**src/rtl/fpu_ss_mem_responder_if.sv**
```systemverilog
// ----------------------------------------------------------------------------
// fpu_ss_mem_responder_if
//   Bundle of the coprocessor memory request/result channel and the
//   data-memory bus seen by fpu_ss_mem_responder.
//
//   Handshakes:
//     x_mem request : x_mem_valid_i is held stable by the initiator until
//                     x_mem_ready_o is high in the same cycle; a request is
//                     consumed on any cycle where both are high.
//     x_mem result  : x_mem_result_valid_o has no ready; the initiator must
//                     take the result in the cycle it is presented.
//     data bus      : data_req_o stays high with stable fields until
//                     data_gnt_i; each granted access receives exactly one
//                     data_rvalid_i, in grant order.
//
//   Modports:
//     slave  - the responder (accepts x_mem requests, masters the data bus)
//     master - the environment (x_mem initiator plus data-memory model)
// ----------------------------------------------------------------------------
interface fpu_ss_mem_responder_if #(
   parameter int ID_WIDTH = 4
);
   logic                x_mem_valid_i;
   logic                x_mem_ready_o;
   logic [ID_WIDTH-1:0] x_mem_req_id_i;
   logic [31:0]         x_mem_req_addr_i;
   logic                x_mem_req_we_i;
   logic [1:0]          x_mem_req_size_i;
   logic [31:0]         x_mem_req_wdata_i;
   logic                x_mem_req_last_i;
   logic                x_mem_req_spec_i;
   logic                x_mem_resp_exc_o;
   logic [5:0]          x_mem_resp_exccode_o;
   logic                x_mem_result_valid_o;
   logic [ID_WIDTH-1:0] x_mem_result_id_o;
   logic [31:0]         x_mem_result_rdata_o;
   logic                x_mem_result_err_o;
   logic                data_req_o;
   logic                data_gnt_i;
   logic [31:0]         data_addr_o;
   logic                data_we_o;
   logic [3:0]          data_be_o;
   logic [31:0]         data_wdata_o;
   logic                data_rvalid_i;
   logic [31:0]         data_rdata_i;
   logic                data_err_i;

   modport slave (
      input  x_mem_valid_i, x_mem_req_id_i, x_mem_req_addr_i, x_mem_req_we_i,
             x_mem_req_size_i, x_mem_req_wdata_i, x_mem_req_last_i,
             x_mem_req_spec_i, data_gnt_i, data_rvalid_i, data_rdata_i,
             data_err_i,
      output x_mem_ready_o, x_mem_resp_exc_o, x_mem_resp_exccode_o,
             x_mem_result_valid_o, x_mem_result_id_o, x_mem_result_rdata_o,
             x_mem_result_err_o, data_req_o, data_addr_o, data_we_o,
             data_be_o, data_wdata_o
   );

   modport master (
      output x_mem_valid_i, x_mem_req_id_i, x_mem_req_addr_i, x_mem_req_we_i,
             x_mem_req_size_i, x_mem_req_wdata_i, x_mem_req_last_i,
             x_mem_req_spec_i, data_gnt_i, data_rvalid_i, data_rdata_i,
             data_err_i,
      input  x_mem_ready_o, x_mem_resp_exc_o, x_mem_resp_exccode_o,
             x_mem_result_valid_o, x_mem_result_id_o, x_mem_result_rdata_o,
             x_mem_result_err_o, data_req_o, data_addr_o, data_we_o,
             data_be_o, data_wdata_o
   );
endinterface

```
**src/rtl/fpu_ss_mem_responder.sv**
```systemverilog
// ----------------------------------------------------------------------------
// fpu_ss_mem_responder
//   Core-side responder for FPU subsystem loads/stores. Misaligned requests
//   are answered immediately with an exception. Aligned requests are passed
//   combinationally to the data bus; granted accesses are remembered in an
//   in-order FIFO so each bus response can be turned into a registered,
//   id-tagged, lane-extracted result one cycle after data_rvalid_i.
//
//   Ports:
//     clk_i   - clock
//     rst_ni  - asynchronous active-low reset
//     bus     - fpu_ss_mem_responder_if.slave (x_mem channel + data bus);
//               its ID_WIDTH must equal this module's ID_WIDTH
// ----------------------------------------------------------------------------
module fpu_ss_mem_responder #(
   parameter int ID_WIDTH          = 4,
   parameter int OUTSTANDING_DEPTH = 2
) (
   input  logic                  clk_i,
   input  logic                  rst_ni,
   fpu_ss_mem_responder_if.slave bus
);
   localparam int CNT_W = $clog2(OUTSTANDING_DEPTH + 1);
   localparam int PTR_W = (OUTSTANDING_DEPTH > 1) ? $clog2(OUTSTANDING_DEPTH) : 1;
   localparam logic [CNT_W-1:0] DEPTH_C = CNT_W'(OUTSTANDING_DEPTH);
   localparam logic [PTR_W-1:0] LAST_PTR = PTR_W'(OUTSTANDING_DEPTH - 1);

   // Outstanding-transaction FIFO storage (data only, no reset needed).
   logic [ID_WIDTH-1:0] fifo_id   [OUTSTANDING_DEPTH];
   logic                fifo_we   [OUTSTANDING_DEPTH];
   logic [1:0]          fifo_off  [OUTSTANDING_DEPTH];
   logic [1:0]          fifo_size [OUTSTANDING_DEPTH];
   logic [PTR_W-1:0]    wr_ptr, rd_ptr;
   logic [CNT_W-1:0]    count;

   logic       valid, mis, push, pop;
   logic [1:0] size, off;
   logic [3:0] base_be;
   logic [31:0] head_shifted, head_rdata;

   // last/spec carry no behaviour.
   logic unused_ok;
   assign unused_ok = bus.x_mem_req_last_i ^ bus.x_mem_req_spec_i;

   assign valid = bus.x_mem_valid_i;
   assign size  = bus.x_mem_req_size_i;
   assign off   = bus.x_mem_req_addr_i[1:0];

   always_comb begin
      mis = 1'b0;
      case (size)
         2'd1:    mis = off[0];
         2'd2:    mis = (off != 2'd0);
         2'd3:    mis = 1'b1;
         default: mis = 1'b0;
      endcase
   end

   always_comb begin
      base_be = 4'b0000;
      case (size)
         2'd0:    base_be = 4'b0001;
         2'd1:    base_be = 4'b0011;
         2'd2:    base_be = 4'b1111;
         default: base_be = 4'b0000;
      endcase
   end

   // No bypass: a full FIFO blocks new requests even if a pop is in flight.
   assign bus.data_req_o = valid & ~mis & (count < DEPTH_C);
   assign push           = bus.data_req_o & bus.data_gnt_i;
   assign pop            = bus.data_rvalid_i & (count != '0);

   assign bus.x_mem_ready_o        = (valid & mis) | push;
   assign bus.x_mem_resp_exc_o     = valid & mis;
   assign bus.x_mem_resp_exccode_o = (valid & mis) ? (bus.x_mem_req_we_i ? 6'd6 : 6'd4) : 6'd0;

   // Bus fields are forced to zero while no request is presented.
   assign bus.data_addr_o  = valid ? {bus.x_mem_req_addr_i[31:2], 2'b00} : 32'd0;
   assign bus.data_be_o    = valid ? (base_be << off) : 4'd0;
   assign bus.data_wdata_o = valid ? (bus.x_mem_req_wdata_i << {off, 3'b000}) : 32'd0;
   assign bus.data_we_o    = valid & bus.x_mem_req_we_i;

   // Extract the addressed lane of the response for the FIFO head.
   always_comb begin
      head_shifted = bus.data_rdata_i >> {fifo_off[rd_ptr], 3'b000};
      head_rdata   = head_shifted;
      case (fifo_size[rd_ptr])
         2'd0:    head_rdata = {24'd0, head_shifted[7:0]};
         2'd1:    head_rdata = {16'd0, head_shifted[15:0]};
         default: head_rdata = head_shifted;
      endcase
      if (fifo_we[rd_ptr]) head_rdata = 32'd0;
   end

   function automatic logic [PTR_W-1:0] ptr_inc(input logic [PTR_W-1:0] p);
      return (p == LAST_PTR) ? '0 : p + 1'b1;
   endfunction

   always_ff @(posedge clk_i) begin
      if (push) begin
         fifo_id[wr_ptr]   <= bus.x_mem_req_id_i;
         fifo_we[wr_ptr]   <= bus.x_mem_req_we_i;
         fifo_off[wr_ptr]  <= off;
         fifo_size[wr_ptr] <= size;
      end
   end

   always_ff @(posedge clk_i or negedge rst_ni) begin
      if (!rst_ni) begin
         wr_ptr <= '0;
         rd_ptr <= '0;
         count  <= '0;
      end else begin
         if (push) wr_ptr <= ptr_inc(wr_ptr);
         if (pop)  rd_ptr <= ptr_inc(rd_ptr);
         case ({push, pop})
            2'b10:   count <= count + 1'b1;
            2'b01:   count <= count - 1'b1;
            default: count <= count;
         endcase
      end
   end

   // Registered result: one cycle after each accepted response.
   always_ff @(posedge clk_i or negedge rst_ni) begin
      if (!rst_ni) begin
         bus.x_mem_result_valid_o <= 1'b0;
         bus.x_mem_result_id_o    <= '0;
         bus.x_mem_result_rdata_o <= '0;
         bus.x_mem_result_err_o   <= 1'b0;
      end else begin
         bus.x_mem_result_valid_o <= pop;
         if (pop) begin
            bus.x_mem_result_id_o    <= fifo_id[rd_ptr];
            bus.x_mem_result_rdata_o <= head_rdata;
            bus.x_mem_result_err_o   <= bus.data_err_i;
         end
      end
   end

   // A response with nothing outstanding is a bus protocol violation; it is
   // ignored by the logic above.
   a_rvalid_with_outstanding: assert property (
      @(posedge clk_i) disable iff (!rst_ni) !(bus.data_rvalid_i && count == '0)
   ) else $warning("data_rvalid_i with no outstanding transaction ignored");

endmodule

```
**src/flat_wrapper.sv**
```systemverilog
// flat-port wrapper written by rule: the top's interface ports become plain ports
module fpu_ss_mem_responder_flat 
#(
   parameter int ID_WIDTH          = 4,
   parameter int OUTSTANDING_DEPTH = 2
)
  (clk_i, rst_ni, bus_x_mem_valid_i, bus_x_mem_req_id_i, bus_x_mem_req_addr_i, bus_x_mem_req_we_i, bus_x_mem_req_size_i, bus_x_mem_req_wdata_i, bus_x_mem_req_last_i, bus_x_mem_req_spec_i, bus_data_gnt_i, bus_data_rvalid_i, bus_data_rdata_i, bus_data_err_i, bus_x_mem_ready_o, bus_x_mem_resp_exc_o, bus_x_mem_resp_exccode_o, bus_x_mem_result_valid_o, bus_x_mem_result_id_o, bus_x_mem_result_rdata_o, bus_x_mem_result_err_o, bus_data_req_o, bus_data_addr_o, bus_data_we_o, bus_data_be_o, bus_data_wdata_o);
  fpu_ss_mem_responder_if #(.ID_WIDTH(ID_WIDTH)) bus_i ();
  input  logic clk_i;
  input  logic rst_ni;
  input wire logic [$bits(bus_i.x_mem_valid_i)-1:0] bus_x_mem_valid_i;
  input wire logic [$bits(bus_i.x_mem_req_id_i)-1:0] bus_x_mem_req_id_i;
  input wire logic [$bits(bus_i.x_mem_req_addr_i)-1:0] bus_x_mem_req_addr_i;
  input wire logic [$bits(bus_i.x_mem_req_we_i)-1:0] bus_x_mem_req_we_i;
  input wire logic [$bits(bus_i.x_mem_req_size_i)-1:0] bus_x_mem_req_size_i;
  input wire logic [$bits(bus_i.x_mem_req_wdata_i)-1:0] bus_x_mem_req_wdata_i;
  input wire logic [$bits(bus_i.x_mem_req_last_i)-1:0] bus_x_mem_req_last_i;
  input wire logic [$bits(bus_i.x_mem_req_spec_i)-1:0] bus_x_mem_req_spec_i;
  input wire logic [$bits(bus_i.data_gnt_i)-1:0] bus_data_gnt_i;
  input wire logic [$bits(bus_i.data_rvalid_i)-1:0] bus_data_rvalid_i;
  input wire logic [$bits(bus_i.data_rdata_i)-1:0] bus_data_rdata_i;
  input wire logic [$bits(bus_i.data_err_i)-1:0] bus_data_err_i;
  output wire logic [$bits(bus_i.x_mem_ready_o)-1:0] bus_x_mem_ready_o;
  output wire logic [$bits(bus_i.x_mem_resp_exc_o)-1:0] bus_x_mem_resp_exc_o;
  output wire logic [$bits(bus_i.x_mem_resp_exccode_o)-1:0] bus_x_mem_resp_exccode_o;
  output wire logic [$bits(bus_i.x_mem_result_valid_o)-1:0] bus_x_mem_result_valid_o;
  output wire logic [$bits(bus_i.x_mem_result_id_o)-1:0] bus_x_mem_result_id_o;
  output wire logic [$bits(bus_i.x_mem_result_rdata_o)-1:0] bus_x_mem_result_rdata_o;
  output wire logic [$bits(bus_i.x_mem_result_err_o)-1:0] bus_x_mem_result_err_o;
  output wire logic [$bits(bus_i.data_req_o)-1:0] bus_data_req_o;
  output wire logic [$bits(bus_i.data_addr_o)-1:0] bus_data_addr_o;
  output wire logic [$bits(bus_i.data_we_o)-1:0] bus_data_we_o;
  output wire logic [$bits(bus_i.data_be_o)-1:0] bus_data_be_o;
  output wire logic [$bits(bus_i.data_wdata_o)-1:0] bus_data_wdata_o;
  assign bus_i.x_mem_valid_i = bus_x_mem_valid_i;
  assign bus_i.x_mem_req_id_i = bus_x_mem_req_id_i;
  assign bus_i.x_mem_req_addr_i = bus_x_mem_req_addr_i;
  assign bus_i.x_mem_req_we_i = bus_x_mem_req_we_i;
  assign bus_i.x_mem_req_size_i = bus_x_mem_req_size_i;
  assign bus_i.x_mem_req_wdata_i = bus_x_mem_req_wdata_i;
  assign bus_i.x_mem_req_last_i = bus_x_mem_req_last_i;
  assign bus_i.x_mem_req_spec_i = bus_x_mem_req_spec_i;
  assign bus_i.data_gnt_i = bus_data_gnt_i;
  assign bus_i.data_rvalid_i = bus_data_rvalid_i;
  assign bus_i.data_rdata_i = bus_data_rdata_i;
  assign bus_i.data_err_i = bus_data_err_i;
  assign bus_x_mem_ready_o = bus_i.x_mem_ready_o;
  assign bus_x_mem_resp_exc_o = bus_i.x_mem_resp_exc_o;
  assign bus_x_mem_resp_exccode_o = bus_i.x_mem_resp_exccode_o;
  assign bus_x_mem_result_valid_o = bus_i.x_mem_result_valid_o;
  assign bus_x_mem_result_id_o = bus_i.x_mem_result_id_o;
  assign bus_x_mem_result_rdata_o = bus_i.x_mem_result_rdata_o;
  assign bus_x_mem_result_err_o = bus_i.x_mem_result_err_o;
  assign bus_data_req_o = bus_i.data_req_o;
  assign bus_data_addr_o = bus_i.data_addr_o;
  assign bus_data_we_o = bus_i.data_we_o;
  assign bus_data_be_o = bus_i.data_be_o;
  assign bus_data_wdata_o = bus_i.data_wdata_o;
  fpu_ss_mem_responder #(.ID_WIDTH(ID_WIDTH), .OUTSTANDING_DEPTH(OUTSTANDING_DEPTH)) u_core (.clk_i(clk_i), .rst_ni(rst_ni), .bus(bus_i));
endmodule
```
**config.mk**
```make
export PLATFORM = sky130hd
export DESIGN_NAME = fpu_ss_mem_responder_flat
export DESIGN_NICKNAME = d
export VERILOG_FILES = /design/src/rtl/fpu_ss_mem_responder_if.sv /design/src/rtl/fpu_ss_mem_responder.sv /design/src/flat_wrapper.sv
export SDC_FILE = /design/constraint.sdc
export NUM_CORES = 1
export LEC_CHECK = 0
export CAP_MARGIN = 20
export CELL_PAD_IN_SITES_DETAIL_PLACEMENT = 1
export CELL_PAD_IN_SITES_GLOBAL_PLACEMENT = 1
export CORE_UTILIZATION = 30
export DETAILED_ROUTE_END_ITERATION = 7
export HOLD_SLACK_MARGIN = 0.02
export PLACE_DENSITY = 0.88
export SLEW_MARGIN = 25
export SYNTH_ARGS = -nofsm -noshare
export SYNTH_HDL_FRONTEND = slang
export SYNTH_SLANG_ARGS = --single-unit
```
**constraint.sdc**
```tcl
create_clock -name clk_i -period 2.66 [get_ports clk_i]
set_input_delay 0.266 -clock clk_i [delete_from_list [all_inputs] [get_ports clk_i]]
set_output_delay 0.266 -clock clk_i [all_outputs]
set_load 0.05 [all_outputs]
```
Word-level counts from Yosys, hierarchy flattened
Memory sizes are Yosys's and may differ from the RTL's. A register that Yosys moved wholly into a read port is not among the register bits.
Index checks and enable logic that the tools add are counted.
{ "totals": {"reg_bits": 38, "ram_bits": 18, "input_bits": 111, "elab_cells": 52, "memories": 4} }
{ "classes": {"add_sub_neg": 4, "magnitude_cmp": 1, "eq_ne": 6, "shifts": 3, "mux": 14, "bitwise_logic": 8, "n_reduce_logical": 6} }
{ "mem_list": {"columns": ["name", "depth", "width", "rd", "rd_clocked_by_memory_dff", "write_ports", "line_no", "text"], "rows": [
  ["u_core.fifo_id", 2, 4, 1, 1, 1, "fpu_ss_mem_responder.sv:29", "logic [ID_WIDTH-1:0] fifo_id [OUTSTANDING_DEPTH];"],
  ["u_core.fifo_off", 2, 2, 1, 0, 1, "fpu_ss_mem_responder.sv:31", "logic [1:0] fifo_off [OUTSTANDING_DEPTH];"],
  ["u_core.fifo_size", 2, 2, 1, 0, 1, "fpu_ss_mem_responder.sv:32", "logic [1:0] fifo_size [OUTSTANDING_DEPTH];"],
  ["u_core.fifo_we", 2, 1, 1, 0, 1, "fpu_ss_mem_responder.sv:30", "logic fifo_we [OUTSTANDING_DEPTH];"]
]} }
{ "op_table": {"columns": ["cell", "count"], "rows": [
  ["$mux 32", 3],
  ["$pmux 32 s2", 1],
  ["$shl 32x5->32", 1],
  ["$shr 32x5->32", 1],
  ["$pmux 4 s3", 1],
  ["$and 1x1->1", 6],
  ["$eq 2x1->1 const B", 3],
  ["$eq 2x2->1 const B", 3],
  ["$mux 6", 1],
  ["$reduce_bool 2->1", 3],
  ["$logic_not 2->1", 2],
  ["$mux 1", 4],
  ["$mux 4", 1],
  ["$pmux 2 s2", 1],
  ["$shl 4x2->4", 1],
  ["$pmux 1 s3", 1],
  ["$add 1x1->1 const B", 2],
  ["$add 2x1->2 const B", 1],
  ["$lt 2x2->1 const B", 1],
  ["$mux 2", 1],
  ["$sub 2x1->2 const B", 1],
  ["$logic_not 1->1", 1],
  ["$not 1->1", 1],
  ["$or 1x1->1", 1]
]} }

Depth between registers and ports, before layout
{ "logic_depth": {"word_depth": 8, "ltp_mapped": 9, "mapped_depth_nobuf": 9} }

Worst setup path after synthesis
OpenSTA, ideal clock, no wires.
{ "synth_path": {"path_type": "input-to-output", "startpoint": "in bus_x_mem_req_size_i[0]", "endpoint": "out bus_data_req_o", "arrival_time_ps": 2008, "t_required_ps": 2394, "path_slack_ps": 386, "cell_stages": 6, "n_path_buf": 0, "path_cell_list": "inv_1 -> ha_1 -> a21oi_1 -> o21ba_2 -> nor2_1 -> nor3b_1"} }
{ "synth_via": {"elab_chain_len": 5, "word_cells_on_any_way": 7, "cone_classes": "3 x eq/ne; 1 x mux; 3 x bitwise"} }
{ "synth_lines": {"columns": ["element", "line_no", "text"], "rows": [
  ["start, declared", "flat_wrapper.sv:15", "input wire logic [$bits(bus_i.x_mem_req_size_i)-1:0] bus_x_mem_req_size_i;"],
  ["$eq 2x2->1 / $eq 2x1->1 (equally long branches)", "fpu_ss_mem_responder.sv:51", "case (size)"],
  ["$pmux 1 s3 (*)", "fpu_ss_mem_responder.sv:51", null],
  ["$not 1->1 (*)", "fpu_ss_mem_responder.sv:70", "assign bus.data_req_o = valid & ~mis & (count < DEPTH_C);"],
  ["$and 1x1->1 (*) (2 in a row)", "fpu_ss_mem_responder.sv:70", null],
  ["end, declared", "flat_wrapper.sv:30", "output wire logic [$bits(bus_i.data_req_o)-1:0] bus_data_req_o;"]
]} }
Mark *: on every way between the ends. The rest lies on a longest branch, timed or not.

Final worst setup path
{ "layout_path": {"startpoint": "in bus_x_mem_req_size_i[0]", "endpoint": "out bus_x_mem_resp_exccode_o[2]"} }
{ "layout_via": {"elab_chain_len": 4, "word_cells_on_any_way": 6, "cone_classes": "3 x eq/ne; 2 x mux; 1 x bitwise"} }
{ "layout_lines": {"columns": ["element", "line_no", "text"], "rows": [
  ["$eq 2x2->1 / $eq 2x1->1 (equally long branches)", "fpu_ss_mem_responder.sv:51", null],
  ["$pmux 1 s3 (*)", "fpu_ss_mem_responder.sv:51", null],
  ["$and 1x1->1 (*)", "fpu_ss_mem_responder.sv:76", "assign bus.x_mem_resp_exccode_o = (valid & mis) ? (bus.x_mem_req_we_i ? 6'd6 : 6'd4) : 6'd0;"],
  ["$mux 6 (*)", "fpu_ss_mem_responder.sv:76", null],
  ["end, declared", "flat_wrapper.sv:25", "output wire logic [$bits(bus_i.x_mem_resp_exccode_o)-1:0] bus_x_mem_resp_exccode_o;"]
]} }
Marks and branches as above.

==> results.md <==
* DRT Pass-1 Iters at 5
* DRC Markers at 0
* Post-synthesis mux area share at 10.10%
* Top cell type's share of synthesized area at 25.93%
* CTS Buffer Depth at 2
* Fill count at 1396
* Overall routing resource usage at 24.06%
* Pre-CTS setup slack at 13.66 ps
* CP arrival at 2150 ps
* Worst hold path class: primary input to async pin
* Synth Area in XOR/XNOR at 1.081%
* Worst-margin pin slew at 709.0 ps
* Most frequent cells in the layout: clkdlybuf4s50_1, buf_12, and2_1
* Final #Nets at 762
* Global-route wire length before repair at 26050 µm
* WS Path Type: primary input to output port
* # IOs at 227
* DRT Wirelength at 16520 µm
* Worst EP required at 2390 ps
* Ranking of synthesized cells by area: dfrtp_1, edfxtp_1, and2_1, mux2i_1, a21oi_1
* Antenna Nets Post-Route at 0
* Leak at 3.086 nW
* Post-route non-filler standard cell count at 825
* Initial antenna violation count at 0
* Tcrit/Tclk final at 90.89%
* Final setup viols at 0
* Synth Area in Compound Gates at 22.75%
* Worst slew margin relative to its limit at 52.56%
* Avg Inst Size Synth at 9.359 µm²
* Yosys reg bits at 60
* CTS Root Cell: clkbuf_16
* Top FF cell, synth: dfrtp_1
* CTS tree: yes
* Die Area at 13980 µm²
* Tmin final at 2418 ps
* Worst Skew at 6.359 ps
* Synth Instances at 433
* Gpl congestion at 0.8895
* Die height at 118.2 µm
* Placed wire-length estimate at 13050 µm
* Synth area leader: dfrtp_1
* Fmax at 0.4136 GHz
* Startpoint types: primary input
* Area delta synth->final at 81.69%
* TNS Setup at 0 ps
* Num Clock Sinks at 60
* CP endpoint kind: output port
* Post-Syn Area at 4053 µm²
* Floorplan Core Area at 13190 µm²
* Setup slack after layout at 242.2 ps
* VDD IR max at 0.0003129 V
* Crit Path Max Fanout at 6
* Seq/Total Area, Yosys at 39.27%
* Fraction of layout cells with a size suffix above 1 at 20.18%
* Dpl cells at 808
* Vias after detailed routing at 4283
* Clock latency on the worst-skew pair at 330 ps
* Simple-gate share of the synthesized area at 18.22%
* Max Cap Viol at 0
* Final hold violation count at 0
* Most common cell after layout, fill and taps aside: clkdlybuf4s50_1
* Port Buffers at 218
* Vias in the first global route at 4738
* DR iter-0 viols at 216
* Synth Warn # at 0
* Largest net degree at the start of global routing at 43
* Clock Pin Slew Worst Setup and Hold Paths at 50 ps
* Largest family of logic cells by synthesized area: compound AO/OA/AOI/OAI gates
* H-Tree Depth at 3
* Routed via count divided by cell count at 5.192
* RSZ-0062 raised after global routing: no
* DR WL/cell at 20.02 µm
* Cell row count at 42
* Post-Synth Adder-Cell Area at 2.161%
* Pins over their slew limit at 0
* Yosys cell types at 46
* Post-synth EDFFs at 18
* Chip width at 118.2 µm
* CTS buffer count at 9
* Status: complete, no violations
* Antenna cell count at 0
* GRT overflow at 0
* Multi-input gate area at 2223 µm²
* Initial Utilization at 30.72%
* Async set-reset flop share out of synthesis at 70.00%
* Register area at 1592 µm²
* PwrDens at 758.7 nW/µm²
[cell families after synthesis]
group	Yosys count
AOI/OAI and AO/OA	131
xor gates and xnor gates	5
adders and majority gates	7
buffers and inverters	47
DFF	60
muxes	39
other	1
and+or+nand+nor	143
[worst max-delay path, stage by stage]
cell	delay [ps]
clkdlybuf4s50_1	520
inv_1	160
ha_1	190
a21oi_1	70
o21ba_2	220
nor2_1	230
and2_1	310
buf_12	170
[through the flow]
stage / hold slack (ps) / area, µm² / utilization [%] / power, mW
floorplan: -29.59 / 4071 / - / 3.244
finish: 473.0 / 7363 / 55.82 / 5.587
global placement: 456.6 / 7046 / 53.41 / 4.305
detailed placement: 480.2 / 7046 / 53.41 / 4.423
CTS: 125.6 / 7351 / 55.73 / 5.615
global route: 511.4 / 7363 / 55.82 / 5.824
[layout make-up]
| class | instances | area share (%) |
|---|---|---|
| clock buffer | 12 | 3.483 |
| timing repair buffer | 236 | 40.75 |
| tap | 176 | 2.991 |
| clock inverter | 4 | 0.6627 |
| multi-input combinational | 331 | 30.20 |
| sequential | 60 | 21.61 |
| inverter | 6 | 0.3059 |
[layer usage]
metal	track usage, %	part of all wire (%)
met3	9.701	11
met5	0	0
met1	24.54	35
met2	43.01	52
met4	10.58	2.6
[state kept, by name, indices dropped and copies added (netlist names)]
signal	flops
u_core.bus.x_mem_result_err_o	1
u_core.bus.x_mem_result_id_o	4
u_core.bus.x_mem_result_rdata_o	32
u_core.bus.x_mem_result_valid_o	1
u_core.count	2
u_core.fifo_id	8
u_core.fifo_off	4
u_core.fifo_size	4
u_core.fifo_we	2
u_core.rd_ptr	1
u_core.wr_ptr	1
[worst paths after layout]
check                                                               startpoint  slack (ps)                                         endpoint  cells past startpoint
worst max-delay path                                   bus_x_mem_req_size_i[0]         240                      bus_x_mem_resp_exccode_o[2]                      8
worst min-delay path                                                    rst_ni         470  u_core.bus.x_mem_result_rdata_o[30]$_DFFE_PN0P_                      2
worst max register to register                       u_core.rd_ptr$_DFFE_PN0P_         470   u_core.bus.x_mem_result_rdata_o[7]$_DFFE_PN0P_                      5
worst min register to register  u_core.bus.x_mem_result_rdata_o[0]$_DFFE_PN0P_         490   u_core.bus.x_mem_result_rdata_o[0]$_DFFE_PN0P_                      1
max in group asynchronous                                               rst_ni        1800      u_core.bus.x_mem_result_id_o[0]$_DFFE_PN0P_                      2
min in group clk_i              u_core.bus.x_mem_result_rdata_o[0]$_DFFE_PN0P_         490   u_core.bus.x_mem_result_rdata_o[0]$_DFFE_PN0P_                      1
[cells in the mapped netlist (2+ instances only)]
master,count
and2_1,50
nor2_1,16
clkbuf_1,15
a21o_2,9
buf_1,2
nor3b_1,3
a211oi_1,8
o21ai_0,27
o211a_1,8
a32oi_1,6
ha_1,7
mux2_2,8
mux2i_1,29
buf_6,2
a32o_1,16
buf_2,12
buf_4,8
clkbuf_8,2
a21oi_1,37
clkinv_1,2
nand2b_1,16
edfxtp_1,18
nor2b_1,4
a22o_1,8
a21boi_0,5
xnor2_1,4
nand2_1,49
dfrtp_1,42
inv_1,3
[what timing repair did]
item | in CTS | in global routing
hold buffers | 0 | 1
endpoints found under the hold margin | 0 | 42
buffers inserted | 0 | 0
gates resized for setup | 0 | 0
[report_power, final]
part,total [mW],internal [mW],switching [mW]
Combinational,2.99,1.18,1.82
Sequential,1.43,1.21,0.214
Clock,1.17,0.773,0.397
No activity file was read; power rests on OpenSTA's default activity.
